`src/rtl/cache_arbiter.sv`:
```
// cache_arbiter
// Shares the single L2 (pmem) port between the I-cache and the D-cache.
// One memory transaction runs at a time; the response is routed back to the
// requester that owns it.
//
// Configuration macro: ARB_ROUND_ROBIN_EN
//   defined     -> simultaneous I/D requests alternate (last_grant register,
//                  reset value I, so D wins the first tie after reset)
//   not defined -> fixed priority, D-cache wins every tie
//
// Ports:
//   clk, rst                 clock, synchronous active-high reset
//   i_read, i_address        I-cache line read request
//   i_rdata, i_resp          I-cache return data / completion pulse
//   d_read, d_write,
//   d_address, d_wdata       D-cache read / write-back request
//   d_rdata, d_resp          D-cache return data / completion pulse
//   pmem_read, pmem_write,
//   pmem_address, pmem_wdata memory request (driven from latched state only)
//   pmem_rdata, pmem_resp    memory response
//   dbg_state_o              current FSM state, for checkers
//
// Handshake: a requester raises its request and holds it until its *_resp
// pulse; *_resp is high for exactly the cycle in which pmem_resp is high
// while that requester owns the port. pmem_resp outside a serve state is
// ignored.
module cache_arbiter #(
  parameter int LINE_WIDTH = 256,
  parameter int ADDR_WIDTH = 32
) (
  input  logic                  clk,
  input  logic                  rst,
  input  logic                  i_read,
  input  logic [ADDR_WIDTH-1:0] i_address,
  output logic [LINE_WIDTH-1:0] i_rdata,
  output logic                  i_resp,
  input  logic                  d_read,
  input  logic                  d_write,
  input  logic [ADDR_WIDTH-1:0] d_address,
  input  logic [LINE_WIDTH-1:0] d_wdata,
  output logic [LINE_WIDTH-1:0] d_rdata,
  output logic                  d_resp,
  output logic                  pmem_read,
  output logic                  pmem_write,
  output logic [ADDR_WIDTH-1:0] pmem_address,
  output logic [LINE_WIDTH-1:0] pmem_wdata,
  input  logic [LINE_WIDTH-1:0] pmem_rdata,
  input  logic                  pmem_resp,
  output logic [1:0]            dbg_state_o
);

  typedef enum logic [1:0] {
    IDLE    = 2'd0,
    SERVE_I = 2'd1,
    SERVE_D = 2'd2
  } state_e;

  state_e                state_q, state_d;
  logic [ADDR_WIDTH-1:0] addr_q, addr_d;
  logic                  wr_q, wr_d;
  logic [LINE_WIDTH-1:0] wdata_q, wdata_d;
  logic                  d_req;
  logic                  grant_i, grant_d;

`ifdef ARB_ROUND_ROBIN_EN
  // 1 when the most recent grant went to the D-cache; reset value is I.
  logic                  last_d_q, last_d_d;
`endif

  assign d_req = d_read | d_write;

  // Grant decision, only meaningful in IDLE.
  always_comb begin
    grant_i = 1'b0;
    grant_d = 1'b0;
    if (state_q == IDLE) begin
      if (i_read && d_req) begin
`ifdef ARB_ROUND_ROBIN_EN
        grant_d = ~last_d_q;
        grant_i = last_d_q;
`else
        grant_d = 1'b1;
`endif
      end else begin
        grant_i = i_read;
        grant_d = d_req;
      end
    end
  end

  // Next state and grant-edge latching.
  always_comb begin
    state_d = state_q;
    addr_d  = addr_q;
    wr_d    = wr_q;
    wdata_d = wdata_q;
`ifdef ARB_ROUND_ROBIN_EN
    last_d_d = last_d_q;
`endif
    case (state_q)
      IDLE: begin
        if (grant_d) begin
          state_d = SERVE_D;
          addr_d  = d_address;
          // d_read and d_write together is illegal; it is served as a write.
          wr_d    = d_write;
          wdata_d = d_wdata;
`ifdef ARB_ROUND_ROBIN_EN
          last_d_d = 1'b1;
`endif
        end else if (grant_i) begin
          state_d = SERVE_I;
          addr_d  = i_address;
          wr_d    = 1'b0;
`ifdef ARB_ROUND_ROBIN_EN
          last_d_d = 1'b0;
`endif
        end
      end
      SERVE_I, SERVE_D: begin
        if (pmem_resp) state_d = IDLE;
      end
      default: state_d = IDLE;
    endcase
  end

  always_ff @(posedge clk) begin
    if (rst) begin
      state_q <= IDLE;
      addr_q  <= '0;
      wr_q    <= 1'b0;
      wdata_q <= '0;
`ifdef ARB_ROUND_ROBIN_EN
      last_d_q <= 1'b0;
`endif
    end else begin
      state_q <= state_d;
      addr_q  <= addr_d;
      wr_q    <= wr_d;
      wdata_q <= wdata_d;
`ifdef ARB_ROUND_ROBIN_EN
      last_d_q <= last_d_d;
`endif
    end
  end

  // Memory side comes only from latched registers and state, so requester
  // inputs may change freely once granted.
  assign pmem_read    = (state_q == SERVE_I) | ((state_q == SERVE_D) & ~wr_q);
  assign pmem_write   = (state_q == SERVE_D) & wr_q;
  assign pmem_address = addr_q;
  assign pmem_wdata   = wdata_q;

  assign i_resp  = (state_q == SERVE_I) & pmem_resp;
  assign d_resp  = (state_q == SERVE_D) & pmem_resp;
  assign i_rdata = pmem_rdata;
  assign d_rdata = pmem_rdata;

  assign dbg_state_o = state_q;

endmodule

```
`config.mk`:
```
export PLATFORM = sky130hd
export DESIGN_NAME = cache_arbiter
export DESIGN_NICKNAME = d
export VERILOG_FILES = /design/src/rtl/cache_arbiter.sv
export SDC_FILE = /design/constraint.sdc
export NUM_CORES = 1
export LEC_CHECK = 0
export BUFFER_PORTS_ARGS = -buffer_cell sky130_fd_sc_hd__buf_2
export CAP_MARGIN = 20
export CORE_AREA = 4 4 532 534
export DETAILED_ROUTE_END_ITERATION = 16
export DIE_AREA = 0 0 536 538
export GPL_ROUTABILITY_DRIVEN = 0
export PLACE_DENSITY = 0.3
export SYNTH_ARGS = -nofsm -noshare
export SYNTH_HDL_FRONTEND = slang
export SYNTH_SLANG_ARGS = --single-unit
```
`constraint.sdc`:
```
create_clock -name clk -period 1.5 [get_ports clk]
set_input_delay 0.225 -clock clk [delete_from_list [all_inputs] [get_ports clk]]
set_output_delay 0.225 -clock clk [all_outputs]
set_load 0.005 [all_outputs]
```
==> results.sh, run 1 <==
export IMPL_outcome="finished, violations left"
export IMPL_violations="negative setup slack"
export IMPL_synth_ff_type="sky130_fd_sc_hd__dfxtp_1"
export IMPL_max_cap_viol_count=0
export IMPL_count_of_endpoints_failing_setup_in_the_final_report=340
export IMPL_fin_nets=2957
export IMPL_firstDrtPassIters=4
export IMPL_synth_top_area_share_pct=40.0
export IMPL_critical_path_slowest_cell="sky130_fd_sc_hd__dfxtp_2"
export IMPL_fp_dieH_um=538
export IMPL_timing_worst_setup_path_type="flop to output port"
export IMPL_pwr_density_cell_nw_per_um2=1110
export IMPL_asyncSetResetFlopFracSynth_pct=0
export IMPL_synth_warning_count=0
export IMPL_grt_antenna_before_repair=57
export IMPL_synthesis_area_um2=14600
export IMPL_initial_core_util_pct=5.23
export IMPL_routed_wire_length_per_instance_um=24.5
export IMPL_final_max_slew_violation_count=0
export IMPL_cts_buffers_inserted=45
export IMPL_vdd_drop_max_uv=855
export IMPL_cts_tree="done"
export IMPL_row_count=194
export IMPL_grt_pass1_wl_mm=182
export IMPL_drt_vias_per_instance=2.42
export IMPL_placed_cell_area_um2=19000
export IMPL_critical_path_peak_fanout=2
export IMPL_yosys_top_cells_area="sky130_fd_sc_hd__dfxtp_1 (40%), sky130_fd_sc_hd__buf_4 (27%), sky130_fd_sc_hd__nand2_1 (13%)"
export IMPL_fin_skew_ps=42.7
export IMPL_globalRouteOverflowTotal=0
export IMPL_sequential_to_total_area_share_from_yosys_stat_pct=40.0
export IMPL_post_route_drc_count=0
export IMPL_layout_drive_gt1_share_pct=66.7
export IMPL_final_wirelength_mm=150
export IMPL_dieWidth_um=536
export IMPL_timing_critical_path_required_ps=1270
export IMPL_first_global_vias=15700
export IMPL_worst_hold_path_type="primary input to flop"
export IMPL_commonest_cells_in_the_netlist="sky130_fd_sc_hd__buf_4 (532), sky130_fd_sc_hd__nand2_1 (513), sky130_fd_sc_hd__dfxtp_1 (291), sky130_fd_sc_hd__a21oi_1 (259), sky130_fd_sc_hd__clkbuf_1 (42)"
export IMPL_insertion_delay_to_the_later_sink_of_the_worst_skew_pair_ps=690
export IMPL_clock_root_buffer="sky130_fd_sc_hd__clkbuf_16"
export IMPL_critical_path_startpoint_type="flop"
export IMPL_ant_nets=0
export IMPL_clk_pin_slew_worst_paths_ps=60
export IMPL_path_buf_inv=3
export IMPL_syn_nets=2420
export IMPL_global_route_usage_over_all_layers_pct=9.89
export IMPL_floorplan_die_area_um2=288000
export IMPL_fmax_mhz=541
export IMPL_via_count=14800
export IMPL_cellLeakagePower_nw=12.0
export IMPL_post_synthesis_mean_instance_area_um2=7.93
export IMPL_post_layout_total_power_mw=32.7
export IMPL_syn_instance_count=1835
export IMPL_worstPathArrival_ps=1620
export IMPL_finalWorstPathRequiredPeriod_ps=1850
export IMPL_tightestPinTransition_ps=658
export IMPL_grt_start_max_net_pins=66
export IMPL_setup_worst_path_end_class="output port"
export IMPL_cp_common_cell="sky130_fd_sc_hd__buf_6"
export IMPL_yosys_register_bits=291
export IMPL_ctsHtreeMaxLevel=2
export IMPL_worst_path_cell_trace="inv_2, buf_6, ha_4, a21o_1, buf_6"
export IMPL_worst_slack_ps=-347
export IMPL_clock_sinks=291
export IMPL_core_area_um2=278000
export IMPL_grt_setup_unrepaired="yes"
export IMPL_cts_max_path_buffers=3
export IMPL_initialDrtViolationCount=435
export IMPL_synth_area_leader_cell="sky130_fd_sc_hd__dfxtp_1"
export IMPL_areaGrowthSynthToFinish_pct=103
export IMPL_cp_top_family="flip-flops"
export IMPL_number_of_synthesized_flops_with_an_enable_pin=0
export IMPL_endpoints_failing_hold=0
export IMPL_pin_count=1388
export IMPL_most_used_standard_cell_by_instance_count_after_synthesis="sky130_fd_sc_hd__buf_4"
export IMPL_fin_setup_tns_ps=-62470
export IMPL_dp_final_hpwl_mm=124
export IMPL_finalCritPeriodShare_pct=123
export IMPL_maxSlewHeadroom_pct=56.1
export IMPL_worst_hold_slack_ps=91.8
export IMPL_synth_lib_cells_used_distinct=24
export IMPL_design_area_um2=29500
export IMPL_critical_path_max_stage_delay_ps=330
export IMPL_io_buffers=619
[area by class of cell]
type	count	area [um2]
antenna	12	30.0
clock inverter	21	263
tap	3724	4660
multi-input combinational	919	7780
sequential	291	5880
inverter	3	11.3
clock buffer	61	1280
fill	32200	249000
timing repair buffer	1112	9600
[stage by stage]
| stage | utilization, % | cells | setup slack [ps] |
|---|---|---|---|
| detailed placement | 6.84 | 5668 | -462 |
| global route | 10.6 | 6136 | -449 |
| finish | 10.6 | 6143 | -347 |
| global placement | 6.84 | 5668 | -427 |
| floorplan | - | 1835 | 87.9 |
| CTS | 9.91 | 6137 | -478 |
[where the power goes]
group,internal (mW),switching [mW]
registers,8.61,0.745
clock network,6.70,4.73
logic,5.58,6.38
total,20.9,11.9
[registers in the layout, indices dropped and copies added (netlist names)]
name	cells
pmem_wdata	256
pmem_address	32
dbg_state_o	2
wr_q	1
[worst paths after layout]
| path | startpoint | to | slack [ps] | cells after the start |
|---|---|---|---|---|
| max | dbg_state_o[1] | pmem_read | -350 | 5 |
| min | i_address[5] | pmem_address[5] | 90 | 4 |
| max reg2reg | dbg_state_o[1] | pmem_wdata[140] | -300 | 11 |
| min reg2reg | pmem_wdata[12] | pmem_wdata[12] | 450 | 2 |
[layer usage]
| layer | GRT usage, % | part of all wire, % | vias to the layer above |
|---|---|---|---|
| li1 | - | - | 6523 |
| met1 | 9.24 | 32 | 6865 |
| met2 | 14.0 | 40 | 944 |
| met3 | 9.54 | 21 | 503 |
| met4 | 5.50 | 6.4 | 2 |
| met5 | 0.658 | 0.17 | - |
[kinds of logic (layout without fill, tap and decap cells)]
kind of cell | count (synthesis) | count (layout) | synth area share, %
AO/OA/AOI/OAI | 330 | 330 | 12.0
other | 0 | 12 | 0
buffers and inverters | 625 | 1197 | 31.0
flip-flops | 291 | 291 | 40.0
AND/OR/NAND/NOR | 586 | 586 | 16.7
adder cells (fa/ha/maj) | 3 | 3 | 0.258
[worst min-delay path, cell delays in order]
cell                       delay [ps]
sky130_fd_sc_hd__buf_2             90
sky130_fd_sc_hd__or4b_1           100
sky130_fd_sc_hd__o21ai_0           70
sky130_fd_sc_hd__a211oi_1         220
[what timing repair did]
action	in CTS	in global routing
endpoints found under the hold margin	280	0
cloned	31	4
pin swaps	324	306
buffers inserted	61	22
endpoints found under the setup margin	453	453
hold buffers	300	0
resized for setup	736	576
[cell usage in the layout, fill, tap and decap left out, drive strengths merged]
master	count
a211oi	32
a21o	1
a21oi	259
a22oi	1
and2	3
buf	807
bufbuf	1
bufinv	4
clkbuf	65
clkinv	8
clkinvlp	2
dfxtp	291
diode	12
dlygate4sd3	300
ha	3
inv	10
nand2	513
nand2b	1
nor2	34
nor2b	2
nor3	1
o21a	1
o21ai	35
o31a	1
or4b	32
(Power assumes the default switching activity.)
==> run 2, diff against run 1 <==
CTS_CLUSTER_DIAMETER = 120   (was default)
REMOVE_ABC_BUFFERS = 1   (was default)
==> results.sh, run 2 (same netlist as run 1, synthesis figures left out) <==
export IMPL_ctsHtreeMaxLevel=2
export IMPL_worst_hold_slack_ps=61.9
export IMPL_first_global_vias=15500
export IMPL_worstHoldStart="d_address[22]"
export IMPL_drt_vias_per_instance=2.79
export IMPL_global_route_usage_over_all_layers_pct=20.8
export IMPL_cts_tree="done"
export IMPL_maxUsedRoutingLayer="met5"
export IMPL_finalWorstPathRequiredPeriod_ps=1810
export IMPL_mostFrequentLayoutCells="sky130_fd_sc_hd__buf_2 (487), sky130_fd_sc_hd__dlygate4sd3_1 (296), sky130_fd_sc_hd__dfxtp_1 (265)"
export IMPL_maxSlewHeadroom_pct=67.9
export IMPL_initialDrtViolationCount=1078
export IMPL_dp_final_hpwl_mm=272
export IMPL_worst_hold_path_type="primary input to flop"
export IMPL_worst_r2r_setup_slack_ps=-310
export IMPL_io_buffers=619
export IMPL_initial_core_util_pct=5.23
export IMPL_dr_wl_met3_mm=81.6
export IMPL_core_area_um2=278000
export IMPL_globalRouteOverflowTotal=0
export IMPL_ant_nets=0
export IMPL_grt_setup_unrepaired="yes"
export IMPL_most_common_cell_after_layout_fill_and_taps_aside="sky130_fd_sc_hd__buf_2"
export IMPL_timing_worst_setup_path_type="flop to flop"
export IMPL_critical_path_slowest_cell="sky130_fd_sc_hd__dfxtp_2"
export IMPL_final_max_slew_violation_count=0
export IMPL_critical_path_peak_fanout=6
export IMPL_routed_length_on_met1_mm=70.7
export IMPL_final_standard_cell_utilization_of_the_core_pct=10.7
export IMPL_layout_drive_gt1_share_pct=63.8
export IMPL_grt_antenna_before_repair=132
export IMPL_worst_path_cell_trace="inv_2, buf_6, ha_4, o21a_4, buf_12, buf_16, buf_12, clkbuf_16, nand2_4, a21oi_2"
export IMPL_clock_sinks=291
export IMPL_finalCritPeriodShare_pct=121
export IMPL_post_route_drc_count=0
export IMPL_row_count=194
export IMPL_critical_path_max_stage_delay_ps=330
export IMPL_grt_pass1_wl_mm=347
export IMPL_path_buf_inv=6
export IMPL_cp_common_cell="sky130_fd_sc_hd__buf_12"
export IMPL_cts_buffers_inserted=42
export IMPL_pre_cts_slack_ps=-253
export IMPL_dieWidth_um=536
export IMPL_tightestPinTransition_ps=477
export IMPL_cp_top_family="buffers and inverters"
export IMPL_count_of_endpoints_failing_setup_in_the_final_report=281
export IMPL_fp_dieH_um=538
export IMPL_worstPathArrival_ps=2380
export IMPL_fin_nets=2955
export IMPL_grt_start_max_net_pins=45
export IMPL_pin_count=1388
export IMPL_fin_setup_tns_ps=-51230
export IMPL_endpoints_failing_hold=0
export IMPL_finalNonFillerCells=6168
export IMPL_floorplan_die_area_um2=288000
export IMPL_routed_wire_length_per_instance_um=50.9
export IMPL_areaGrowthSynthToFinish_pct=104
export IMPL_wl_met2_mm=139
export IMPL_clock_root_buffer="sky130_fd_sc_hd__clkbuf_16"
export IMPL_worst_slack_ps=-309
export IMPL_r2r_start="dbg_state_o[1]"
export IMPL_cts_max_path_buffers=3
export IMPL_critical_path_startpoint_type="flop"
export IMPL_final_wirelength_mm=314
export IMPL_firstDrtPassIters=4
export IMPL_worst_r2r_cell_count=10
export IMPL_layout_filler_cells=32200
export IMPL_via_count=17200
export IMPL_clk_pin_slew_worst_paths_ps=60
export IMPL_outcome="finished, violations left"
export IMPL_r2r_end="pmem_wdata[158]"
export IMPL_fmax_mhz=553
export IMPL_fin_skew_ps=54.8
export IMPL_hold_path_cell_count=3
export IMPL_cellLeakagePower_nw=11.8
export IMPL_min_delay_worst_endpoint="pmem_address[22]"
export IMPL_placed_cells_incl_taps=5643
export IMPL_violations="negative setup slack"
export IMPL_flip_flop_count_of_the_largest_register_after_layout=256
export IMPL_max_cap_viol_count=0
export IMPL_setup_worst_path_end_class="flop"
export IMPL_timing_critical_path_required_ps=2070
export IMPL_insertion_delay_to_the_later_sink_of_the_worst_skew_pair_ps=650
export IMPL_vdd_drop_max_uv=647
export IMPL_pwr_density_cell_nw_per_um2=1080
-- run 2: cell count changes in the layout (fill, tap and decap cells not counted), sizes merged --
| cell | delta |
|---|---|
| clkinvlp | +2 |
| diode | +30 |
| bufinv | -2 |
| dlygate4sd3 | -4 |
| clkbuf | +10 |
| inv | -6 |
| bufbuf | -1 |
| buf | -4 |
-- run 2: area by class of cell --
| class | count | area (um2) | area share, % |
|---|---|---|---|
| inverter | 3 | 11.3 | 0.0379 |
| clock inverter | 15 | 169 | 0.569 |
| tap | 3724 | 4660 | 15.7 |
| timing repair buffer | 1113 | 10200 | 34.5 |
| antenna | 42 | 105 | 0.354 |
| multi-input combinational | 919 | 7470 | 25.1 |
| sequential | 291 | 5860 | 19.7 |
| clock buffer | 61 | 1180 | 3.99 |
-- run 2: through the flow --
step                power (mW)  area (um2)
floorplan                 11.2       10100
global placement          15.4       18900
detailed placement        15.4       18900
CTS                       31.2       27300
global route              33.6       29600
finish                    31.9       29700
-- run 2: worst reg2reg max path, cell delays in order, from the launching register on --
cell                        delay, ps
sky130_fd_sc_hd__dfxtp_2          330
sky130_fd_sc_hd__inv_2             60
sky130_fd_sc_hd__buf_6            100
sky130_fd_sc_hd__ha_4             160
sky130_fd_sc_hd__o21a_4           270
sky130_fd_sc_hd__buf_12           170
sky130_fd_sc_hd__buf_16           130
sky130_fd_sc_hd__buf_12           160
sky130_fd_sc_hd__clkbuf_16        200
sky130_fd_sc_hd__nand2_4           50
sky130_fd_sc_hd__a21oi_2          110
-- run 2: worst max path at each step --
stage                   startpoint              end  slack (ps)  cells past startpoint
CTS                 dbg_state_o[0]        pmem_read        -370                      5
global placement           d_write    pmem_wdata[7]        -240                      6
finish              dbg_state_o[1]  pmem_wdata[158]        -310                     10
global route        dbg_state_o[0]        pmem_read        -390                      5
floorplan           dbg_state_o[0]    pmem_wdata[0]       -4320                      5
detailed placement         d_write  pmem_wdata[251]        -250                      6
-- run 2: power by group --
part | internal [mW] | leakage, nW | switching (mW) | total (mW)
registers | 8.61 | 2.41 | 0.667 | 9.28
clock network | 5.84 | 0.646 | 4.45 | 10.3
logic | 6.04 | 8.71 | 6.33 | 12.4
total | 20.5 | 11.8 | 11.4 | 31.9
-- run 2: timing repair --
action	CTS	global route
endpoints found under the setup margin	403	311
gates resized for setup	687	609
gates cloned	43	15
hold endpoints to repair	284	0
buffers inserted	62	32
pin swaps	173	339
hold buffers	296	0
-- run 2: metal layers --
layer | track usage (%) | vias up
met5 | 16.7 | -
met4 | 7.78 | 50
met3 | 27.0 | 430
met2 | 33.2 | 2362
met1 | 12.2 | 7793
li1 | - | 6559
==> run 3, diff against run 2 <==
SETUP_SLACK_MARGIN = 0.2   (was default)
clock period = 1.84 ns   (was 1.5 ns; I/O delays follow)
==> results.sh, run 3 (same netlist as run 1, synthesis figures left out) <==
export IMPL_fin_skew_ps=36.0
export IMPL_areaGrowthSynthToFinish_pct=75.3
export IMPL_worst_slack_ps=33.6
export IMPL_pre_cts_slack_ps=94.9
export IMPL_max_cap_viol_count=0
export IMPL_layout_drive_gt1_share_pct=43.7
export IMPL_drt_vias_per_instance=2.81
export IMPL_timing_critical_path_required_ps=1560
export IMPL_r2r_end="pmem_wdata[126]"
export IMPL_ant_nets=0
export IMPL_ctsHtreeMaxLevel=2
export IMPL_grt_start_max_net_pins=45
export IMPL_grt_met1_usage_pct=11.8
export IMPL_vdd_drop_max_uv=613
export IMPL_dp_final_hpwl_mm=272
export IMPL_fin_setup_tns_ps=0
export IMPL_mostFrequentLayoutCells="sky130_fd_sc_hd__buf_2 (606), sky130_fd_sc_hd__nand2_1 (418), sky130_fd_sc_hd__dlygate4sd3_1 (289), sky130_fd_sc_hd__dfxtp_1 (289), sky130_fd_sc_hd__a21oi_1 (174)"
export IMPL_core_area_um2=278000
export IMPL_grt_setup_unrepaired="yes"
export IMPL_routed_wire_length_per_instance_um=51.5
export IMPL_clk_pin_slew_worst_paths_ps=50
export IMPL_post_layout_total_power_mw=23.9
export IMPL_worst_hold_slack_ps=102
export IMPL_critical_path_startpoint="dbg_state_o[0]"
export IMPL_flip_flop_count_of_the_largest_register_after_layout=256
export IMPL_pin_count=1388
export IMPL_insertion_delay_to_the_later_sink_of_the_worst_skew_pair_ps=640
export IMPL_globalRouteOverflowTotal=0
export IMPL_floorplan_die_area_um2=288000
export IMPL_fmax_mhz=554
export IMPL_pwr_density_cell_nw_per_um2=936
export IMPL_via_count=17100
export IMPL_grt_most_used_layer="met2"
export IMPL_worstHoldStart="i_address[0]"
export IMPL_finalWorstPathRequiredPeriod_ps=1810
export IMPL_worst_hold_path_type="primary input to flop"
export IMPL_final_wirelength_mm=313
export IMPL_clock_sinks=291
export IMPL_initialDrtViolationCount=1322
export IMPL_maxSlewHeadroom_pct=75.6
export IMPL_cts_max_path_buffers=3
export IMPL_firstDrtPassIters=5
export IMPL_cellLeakagePower_nw=10.1
export IMPL_final_max_slew_violation_count=0
export IMPL_count_of_endpoints_failing_setup_in_the_final_report=0
export IMPL_min_delay_worst_endpoint="pmem_address[0]"
export IMPL_worst_r2r_setup_slack_ps=40
export IMPL_fp_dieH_um=538
export IMPL_worst_r2r_cell_count=10
export IMPL_finalCritPeriodShare_pct=98.2
export IMPL_worstPathArrival_ps=1530
export IMPL_critical_path_startpoint_type="flop"
export IMPL_dieWidth_um=536
export IMPL_timing_worst_setup_path_type="flop to output port"
export IMPL_first_global_vias=14600
export IMPL_tightestPinTransition_ps=365
export IMPL_hold_path_cell_count=4
export IMPL_critical_path_peak_fanout=2
export IMPL_row_count=194
export IMPL_io_buffers=619
export IMPL_setup_worst_path_end_class="output port"
export IMPL_cts_tree="done"
export IMPL_grt_pass1_wl_mm=337
export IMPL_most_common_cell_after_layout_fill_and_taps_aside="sky130_fd_sc_hd__buf_2"
export IMPL_endpoints_failing_hold=0
export IMPL_grt_antenna_before_repair=118
export IMPL_clock_root_buffer="sky130_fd_sc_hd__clkbuf_16"
export IMPL_r2r_start="dbg_state_o[0]"
export IMPL_initial_core_util_pct=5.23
export IMPL_post_route_drc_count=0
export IMPL_grt_met3_use_pct=26.9
export IMPL_layout_filler_cells=32600
export IMPL_gr_usage_met2_pct=31.6
export IMPL_outcome="complete, no violations"
export IMPL_cts_buffers_inserted=45
export IMPL_global_route_usage_over_all_layers_pct=20.3
export IMPL_fin_nets=2894
run 3: cell count changes in the layout (fill, tap and decap cells not counted), moves of 32 or more:
cell	previous run	this run
sky130_fd_sc_hd__buf_4	107	30
sky130_fd_sc_hd__a21oi_2	236	85
sky130_fd_sc_hd__nor2_1	1	33
sky130_fd_sc_hd__buf_6	69	21
sky130_fd_sc_hd__buf_12	80	31
sky130_fd_sc_hd__nand2_1	195	418
sky130_fd_sc_hd__diode_2	42	10
sky130_fd_sc_hd__buf_2	487	606
sky130_fd_sc_hd__a21oi_1	23	174
sky130_fd_sc_hd__nand2_4	220	25
run 3: final cells by class:
class | instances | area [um2] | area share [%]
flip-flops and latches | 291 | 5830 | 22.9
clock buffers | 66 | 1310 | 5.11
inverters | 3 | 13.8 | 0.0539
multi-input cells | 919 | 4960 | 19.4
diodes | 10 | 25.0 | 0.0981
well taps | 3724 | 4660 | 18.3
repair buffers | 1049 | 8530 | 33.4
clock inverters | 18 | 193 | 0.755
run 3: worst max-delay path: stages, from the launching register on:
cell and delay, ps:
sky130_fd_sc_hd__dfxtp_2 330, sky130_fd_sc_hd__buf_6 120, sky130_fd_sc_hd__ha_4 160, sky130_fd_sc_hd__a21o_1 160, sky130_fd_sc_hd__buf_2 130
run 3: what timing repair did:
item                                    CTS  global route
setup buffers                            11            22
endpoints found under the setup margin  199           288
endpoints found under the hold margin   289             0
gates cloned                              1            44
pin swaps                                 3            86
gates resized for setup                  34           291
hold buffers                            289             0
run 3: layer usage:
metal / up-vias / share of wire, % / routed length, um
met5: - / 2.1 / 6500
met4: 51 / 5.5 / 17300
met3: 451 / 27 / 84400
met2: 2583 / 43 / 136000
met1: 7613 / 22 / 68800
li1: 6376 / - / -
run 3: worst max path at each step:
stage / to / slack [ps]
floorplan: pmem_wdata[0] / -3980
global placement: pmem_wdata[220] / 110
detailed placement: pmem_wdata[175] / 90
CTS: pmem_read / -70
global route: pmem_read / -60
finish: pmem_read / 30
run 3: report_power, final:
group          internal (mW)  total (mW)  switching (mW)
clock network           5.24        9.02            3.77
registers               7.00        7.39           0.389
logic                   3.36        7.48            4.12
run 3: metrics by stage:
| step | util, % | instance area [um2] | instances |
|---|---|---|---|
| floorplan | - | 10100 | 1213 |
| global placement | 6.71 | 18700 | 5620 |
| detailed placement | 6.71 | 18700 | 5620 |
| CTS | 8.37 | 23300 | 6005 |
| global route | 9.16 | 25500 | 6080 |
| finish | 9.16 | 25500 | 6080 |
